==> config.mk <==
export PLATFORM = sky130hd
export DESIGN_NAME = key_round_sequencer
export DESIGN_NICKNAME = d
export VERILOG_FILES = /design/src/rtl/key_round_sequencer.sv
export SDC_FILE = /design/constraint.sdc
export NUM_CORES = 1
export LEC_CHECK = 0
export ABC_AREA = 1
export BUFFER_PORTS_ARGS = -buffer_cell sky130_fd_sc_hd__buf_4
export CORE_MARGIN = 1
export CORE_UTILIZATION = 33
export DETAILED_ROUTE_END_ITERATION = 6
export PLACE_DENSITY = 0.57
export SLEW_MARGIN = 10
export SYNTH_ARGS = -nofsm -noshare
export SYNTH_HDL_FRONTEND = slang
export SYNTH_SLANG_ARGS = --single-unit
==> constraint.sdc <==
create_clock -name clk -period 1.8 [get_ports clk]
set_input_delay 0.18 -clock clk [delete_from_list [all_inputs] [get_ports clk]]
set_output_delay 0.18 -clock clk [all_outputs]
set_load 0.02 [all_outputs]
==> src/rtl/key_round_sequencer.sv <==
// key_round_sequencer: issues AES round-key indices 0..NR (encrypt) or NR..0 (decrypt).
// Optional feature macro KEY_SEQ_HOLD_EN adds a Hold input that pauses an in-flight sequence.
//
// state | meaning
// IDLE  | waiting for Start; SelKey keeps the last issued index
// RUN   | one round-key index presented per advancing cycle
// DONE  | one-cycle completion pulse, then back to IDLE
module key_round_sequencer #(
  parameter int NR = 10,
  parameter int KW = 4
) (
  input  logic          clk,
  input  logic          rst,
  input  logic          Start,
  input  logic          EncEn,
  input  logic          DecEn,
`ifdef KEY_SEQ_HOLD_EN
  input  logic          Hold,
`endif
  output logic [KW-1:0] SelKey,
  output logic          RoundValid,
  output logic          LastRound,
  output logic          Busy,
  output logic          Done,
  output logic          ModeDec,
  output logic          Err
);

  typedef enum logic [1:0] {IDLE, RUN, DONE} stateT;

  localparam logic [KW-1:0] LastIdx = KW'(NR);

  stateT         state;
  logic [KW-1:0] roundsLeft;
  logic          issueReg;
  logic          holdNow;

`ifdef KEY_SEQ_HOLD_EN
  assign holdNow = Hold;
`else
  assign holdNow = 1'b0;
`endif

  // A held cycle keeps the index on SelKey but withdraws its valid flag.
  assign RoundValid = issueReg & ~holdNow;

  always_ff @(posedge clk or posedge rst) begin
    if (rst) begin
      state      <= IDLE;
      SelKey     <= '0;
      roundsLeft <= '0;
      issueReg   <= 1'b0;
      LastRound  <= 1'b0;
      Busy       <= 1'b0;
      Done       <= 1'b0;
      ModeDec    <= 1'b0;
      Err        <= 1'b0;
    end else begin
      Done <= 1'b0;
      Err  <= 1'b0;
      case (state)
        IDLE: begin
          if (Start) begin
            if (EncEn ^ DecEn) begin
              state      <= RUN;
              ModeDec    <= DecEn;
              SelKey     <= DecEn ? LastIdx : '0;
              roundsLeft <= LastIdx;
              issueReg   <= 1'b1;
              LastRound  <= 1'b0;
              Busy       <= 1'b1;
            end else begin
              Err <= 1'b1;
            end
          end
        end
        RUN: begin
          if (!holdNow) begin
            // roundsLeft reaching zero marks the final index as already presented.
            if (roundsLeft == '0) begin
              state     <= DONE;
              issueReg  <= 1'b0;
              LastRound <= 1'b0;
              Busy      <= 1'b0;
              Done      <= 1'b1;
            end else begin
              SelKey     <= ModeDec ? (SelKey - 1'b1) : (SelKey + 1'b1);
              roundsLeft <= roundsLeft - 1'b1;
              LastRound  <= (roundsLeft == KW'(1));
            end
          end
        end
        DONE: begin
          state <= IDLE;
        end
        default: begin
          state <= IDLE;
        end
      endcase
    end
  end

endmodule

# Yosys cells after proc, flatten, opt, wreduce, memory -nomap -nowiden

Index checks and enable logic that the tools add are counted.
Widths: inputs -> output; s select.

Add/subtract/negate cells: 3
Multipliers: 0
Div/mod/pow operators: 0
Order comparisons: 0
Equality and inequality tests: 6
Shift-type cells: 0
Multiplexer cells: 27
Bitwise logic cells: 1
Reduce and logical (&&, ||, !) cells: 8

Operators with widths:

| cell                | number |
|---|---|
| $mux 4              | 8 |
| $pmux 4 s2          | 2 |
| $mux 1              | 11 |
| $reduce_and 3->1    | 3 |
| $ne 2x2->1 const B  | 4 |
| $reduce_and 4->1    | 2 |
| $sub 4x1->4 const B | 2 |
| $mux 2              | 3 |
| $add 4x1->4 const B | 1 |
| $eq 4x1->1 const B  | 1 |
| $logic_not 4->1     | 1 |
| $pmux 1 s2          | 2 |
| $pmux 2 s2          | 1 |
| $eq 2x1->1 const B  | 1 |
| $logic_not 2->1     | 1 |
| $reduce_bool 2->1   | 1 |
| $xor 1x1->1         | 1 |

Register bits after elaboration: 15
Bits in latches: 0
RAM bits: 0
ROM bits: 0
Input port bits: 5
Output and inout bits: 10
Memories kept: 0

# Longest topological paths before layout

Word-level depth: 4
Depth in mapped cells: 8
Mapped depth without buffers: 8

# Worst setup path before layout

OpenSTA, ideal clock, no wires.

Path type: register to register
Start: register SelKey[0]
End: register SelKey[1]
Library setup time: 0.077 ns
Arrival: 1.431 ns
Path slack: 0.291 ns
Stages on the path, launching flop included: 5
Path buffers: 0
Clock period less this slack: 1.509 ns
Cells stage by stage: dfrtp_1 inv_1 fa_1 or2_2 a21oi_1

Word-level cells in the longest chain between the ends: 4
Elaborated cells between the ends (all ways): 5

RTL lines:

| what                                              | RTL line | text |
|---|---|---|
| start: declaration                                | 20       | `output logic [KW-1:0] SelKey,` |
| start signal: assignment                          | 67       | `SelKey <= DecEn ? LastIdx : '0;` |
| start signal: assignment                          | 87       | `SelKey <= ModeDec ? (SelKey - 1'b1) : (SelKey + 1'b1);` |
| $add 4x1->4 / $sub 4x1->4 (equally long branches) | 87       |  |
| $mux 4 (*)                                        | 87       |  |
| $mux 4 (*)                                        | 80       | `if (roundsLeft == '0) begin` |
| $pmux 4 s2 (*)                                    | 61       | `case (state)` |

Mark *: on every way between the ends. The rest lies on a longest branch, timed or not. The select of a mux whose other input is x is not followed.
A chain may end at the register's enable or synchronous reset.

# Worst setup path after layout

Start: register ModeDec
End: register SelKey[1]

Word-level cells in the longest chain between the ends: 3

RTL lines:

| what                     | RTL line | text |
|---|---|---|
| start: declaration       | 25       | `output logic ModeDec,` |
| start signal: assignment | 66       | `ModeDec <= DecEn;` |
| $mux 4                   | 87       |  |
| $mux 4                   | 80       |  |
| $pmux 4 s2               | 61       |  |

Every way passes these cells. The select of a mux whose other input is x is not followed.

==> results.txt <==
Overall power = 1.829 mW
Yosys warning count = 0
Pwr Density = 1856 nW/um^2
Num CTS Buffers = 3
Crit Path Max Fanout = 5
CTS tree = yes
Kind of end point of the critical path = flop
Post-Synthesis Cells = 93
Fin crit share = 82.24%
Syn_nets = 104
CORE AREA = 2276 sq um
Top post-synthesis cells by area = dfrtp_1 (46%), nand2_1 (9.2%), ha_1 (7.7%)
Crit path from = ModeDec$_DFFE_PP0P_
First-pass iteration count of the detailed router = 4
Resized cells post-CTS = 0
Starting Density = 35.84%
Routed Antenna Nets = 0
Final wirelength = 1505 um
R2r setup slk = 0.32 ns
DRC viols = 0
GRT overflow = 0
FF/Latch Area = 375.4 sq um
DRT iter0 DRCs = 11
Terminus of the critical flop-to-flop path = SelKey[1]$_DFFE_PP0P_
Post-DP HPWL = 1169 um
Setup crit end = SelKey[1]$_DFFE_PP0P_
I/O pin count = 15
Unrepaired setup endpoints after global routing = false
Vias = 628
# rows = 17
Max_slew headroom = 61.56%
Vias in the first global route = 621
Hold WC Path Type = primary input to flop
Fillers = 228
Clock Tree Buf Depth = 2
CTS Root Cell = clkbuf_4
CTS Sinks = 15
Share of layout cells above drive strength 1 = 26.13%
Worst endpoint required time = 2.01 ns
Max-cap violations = 0
Max Slew Vio Count = 0
Yosys top cell area share = 46.01%
Outcome = finished, final reports clean
Syn Area/Cell = 8.772 sq um
Gr usage total = 14.32%
Critical path class = flop to flop
Global-route wire length before repair = 2697 um
Gpl congestion = 0.7564
Yosys reg bits = 15
Worst skew pair latency = 0.28 ns
Hold Slack = 0.1775 ns
Initial antenna violation count = 0
Die W = 51.72 um
Mapped Area = 815.8 sq um
Diode count = 0
Worst EP arrival = 1.69 ns
Tmin final = 1.480 ns
Startpoint type of the worst setup path = flop
Pre-CTS setup slack = 0.3357 ns
Worst r2r src = ModeDec$_DFFE_PP0P_
Max Fclk = 675.5 MHz
Total Neg Setup Slack = 0 ns
Synth unique cells = 25
Clk pin slew, worst setup/hold paths = 0.09 ns
Final WS setup = 0.3196 ns
Worst-case clock skew = 0.009943 ns
Footprint of the multi-input gates = 384.1 sq um
Largest area contributor in the netlist = dfrtp_1
DIE HEIGHT = 51.72 um
# port buffers = 14
VDD IR-drop max = 0.7250 mV
Reg2Reg Depth = 4
Fin nets = 123
H-tree level count = 1
Synth-to-layout area growth = 20.86%
DIE AREA = 2675 sq um
Final Hold Viols = 0
Sequential fraction of the synthesis area = 46.01%
Largest net degree at the start of global routing = 16
P_leak = 0.5275 nW
Final setup vio count = 0
Avg WL per Cell = 10.83 um
Vias/cell = 4.518
Actual slew at the worst max-slew pin = 0.5760 ns
metrics by stage:
stage	std cells	util, %	instance area, sq um
after floorplan	93	-	815.8
after detailed placement	134	41.67	948.4
final	139	43.32	985.9
after global placement	134	41.67	948.4
after CTS	139	43.32	985.9
after global routing	139	43.32	985.9
cell type report:
class	count	area share, %
multi-input cells	64	38.96
flip-flops and latches	15	38.07
repair buffers	15	11.68
inverters	13	4.949
well taps	28	3.553
clock buffers	3	2.284
clock inverters	1	0.5076
cell families after synthesis:
family,count (synthesis),share of synthesized area [%]
and+or+nand+nor,46,26.69
DFF,15,46.01
buffers and inverters,14,6.901
AOI/OAI and AO/OA,10,8.130
adders and majority gates,6,10.12
xor gates and xnor gates,2,2.148
power breakdown:
part | internal [mW] | leakage (nW) | switching (mW)
clock network | 0.0824 | 0.0177 | 0.105
registers | 0.475 | 0.183 | 0.114
logic | 0.432 | 0.326 | 0.621
total | 0.990 | 0.527 | 0.840
placed cells by master, fill, tap and decap left out, drive strengths merged:
cell,n
a21oi,4
xor2,1
fa,1
clkbuf,3
or2,3
a22oi,1
nor3,1
dlygate4sd3,1
o21bai,1
ha,5
inv,13
nand2,25
xnor2,1
nand3,7
dfrtp,15
o21ai,4
and3,1
nor2,9
buf,14
clkinv,1
Yosys cell counts:
library cell,n
a22oi_1,1
or2_0,1
xor2_1,1
dfrtp_1,15
fa_1,1
nand3_2,1
inv_1,12
ha_1,5
buf_4,1
nand3_1,6
xnor2_1,1
nand2_4,1
inv_2,1
o21bai_1,1
nor2_2,1
o21ai_0,2
o21ai_1,2
a21oi_1,3
nand2_1,20
or2_2,2
nor3_1,1
nand2_2,4
nor2_1,8
a21oi_4,1
and3_1,1
sequential cells by signal (all words and copies together), names as in the netlist:
signal	cells
roundsLeft	4
ModeDec	1
RoundValid	1
state	2
SelKey	4
Done	1
LastRound	1
Err	1
layer usage:
metal / part of all wire (%) / up-vias / GRT usage [%]
met2: 46 / 12 / 20.35
met5: 0 / - / 0
met3: 4.4 / 2 / 6.433
met1: 49 / 287 / 19.27
li1: - / 327 / -
met4: 0.80 / 0 / 4.505
worst max-delay path, stage by stage, from the launching register on:
cell     delay (ns)
dfrtp_1        0.44
inv_1          0.12
fa_1           0.41
or2_2          0.30
a21oi_1        0.14
worst min-delay path by stage:
| stage | cells past startpoint | startpoint | to |
|---|---|---|---|
| final | 3 | Start | Err$_DFF_PP0_ |
| after global routing | 3 | Start | Err$_DFF_PP0_ |
| after CTS | 3 | Start | Err$_DFF_PP0_ |
| after detailed placement | 2 | rst | SelKey[0]$_DFFE_PP0P_ |
| after global placement | 2 | rst | roundsLeft[2]$_DFFE_PP0P_ |
| after floorplan | 1 | rst | Done$_DFF_PP0_ |
what timing repair did:
action | 4_1_cts | 5_1_grt
setup buffers | 0 | 0
endpoints found under the hold margin | 15 | 0
hold buffers | 1 | 0
(Power assumes the default switching activity.)
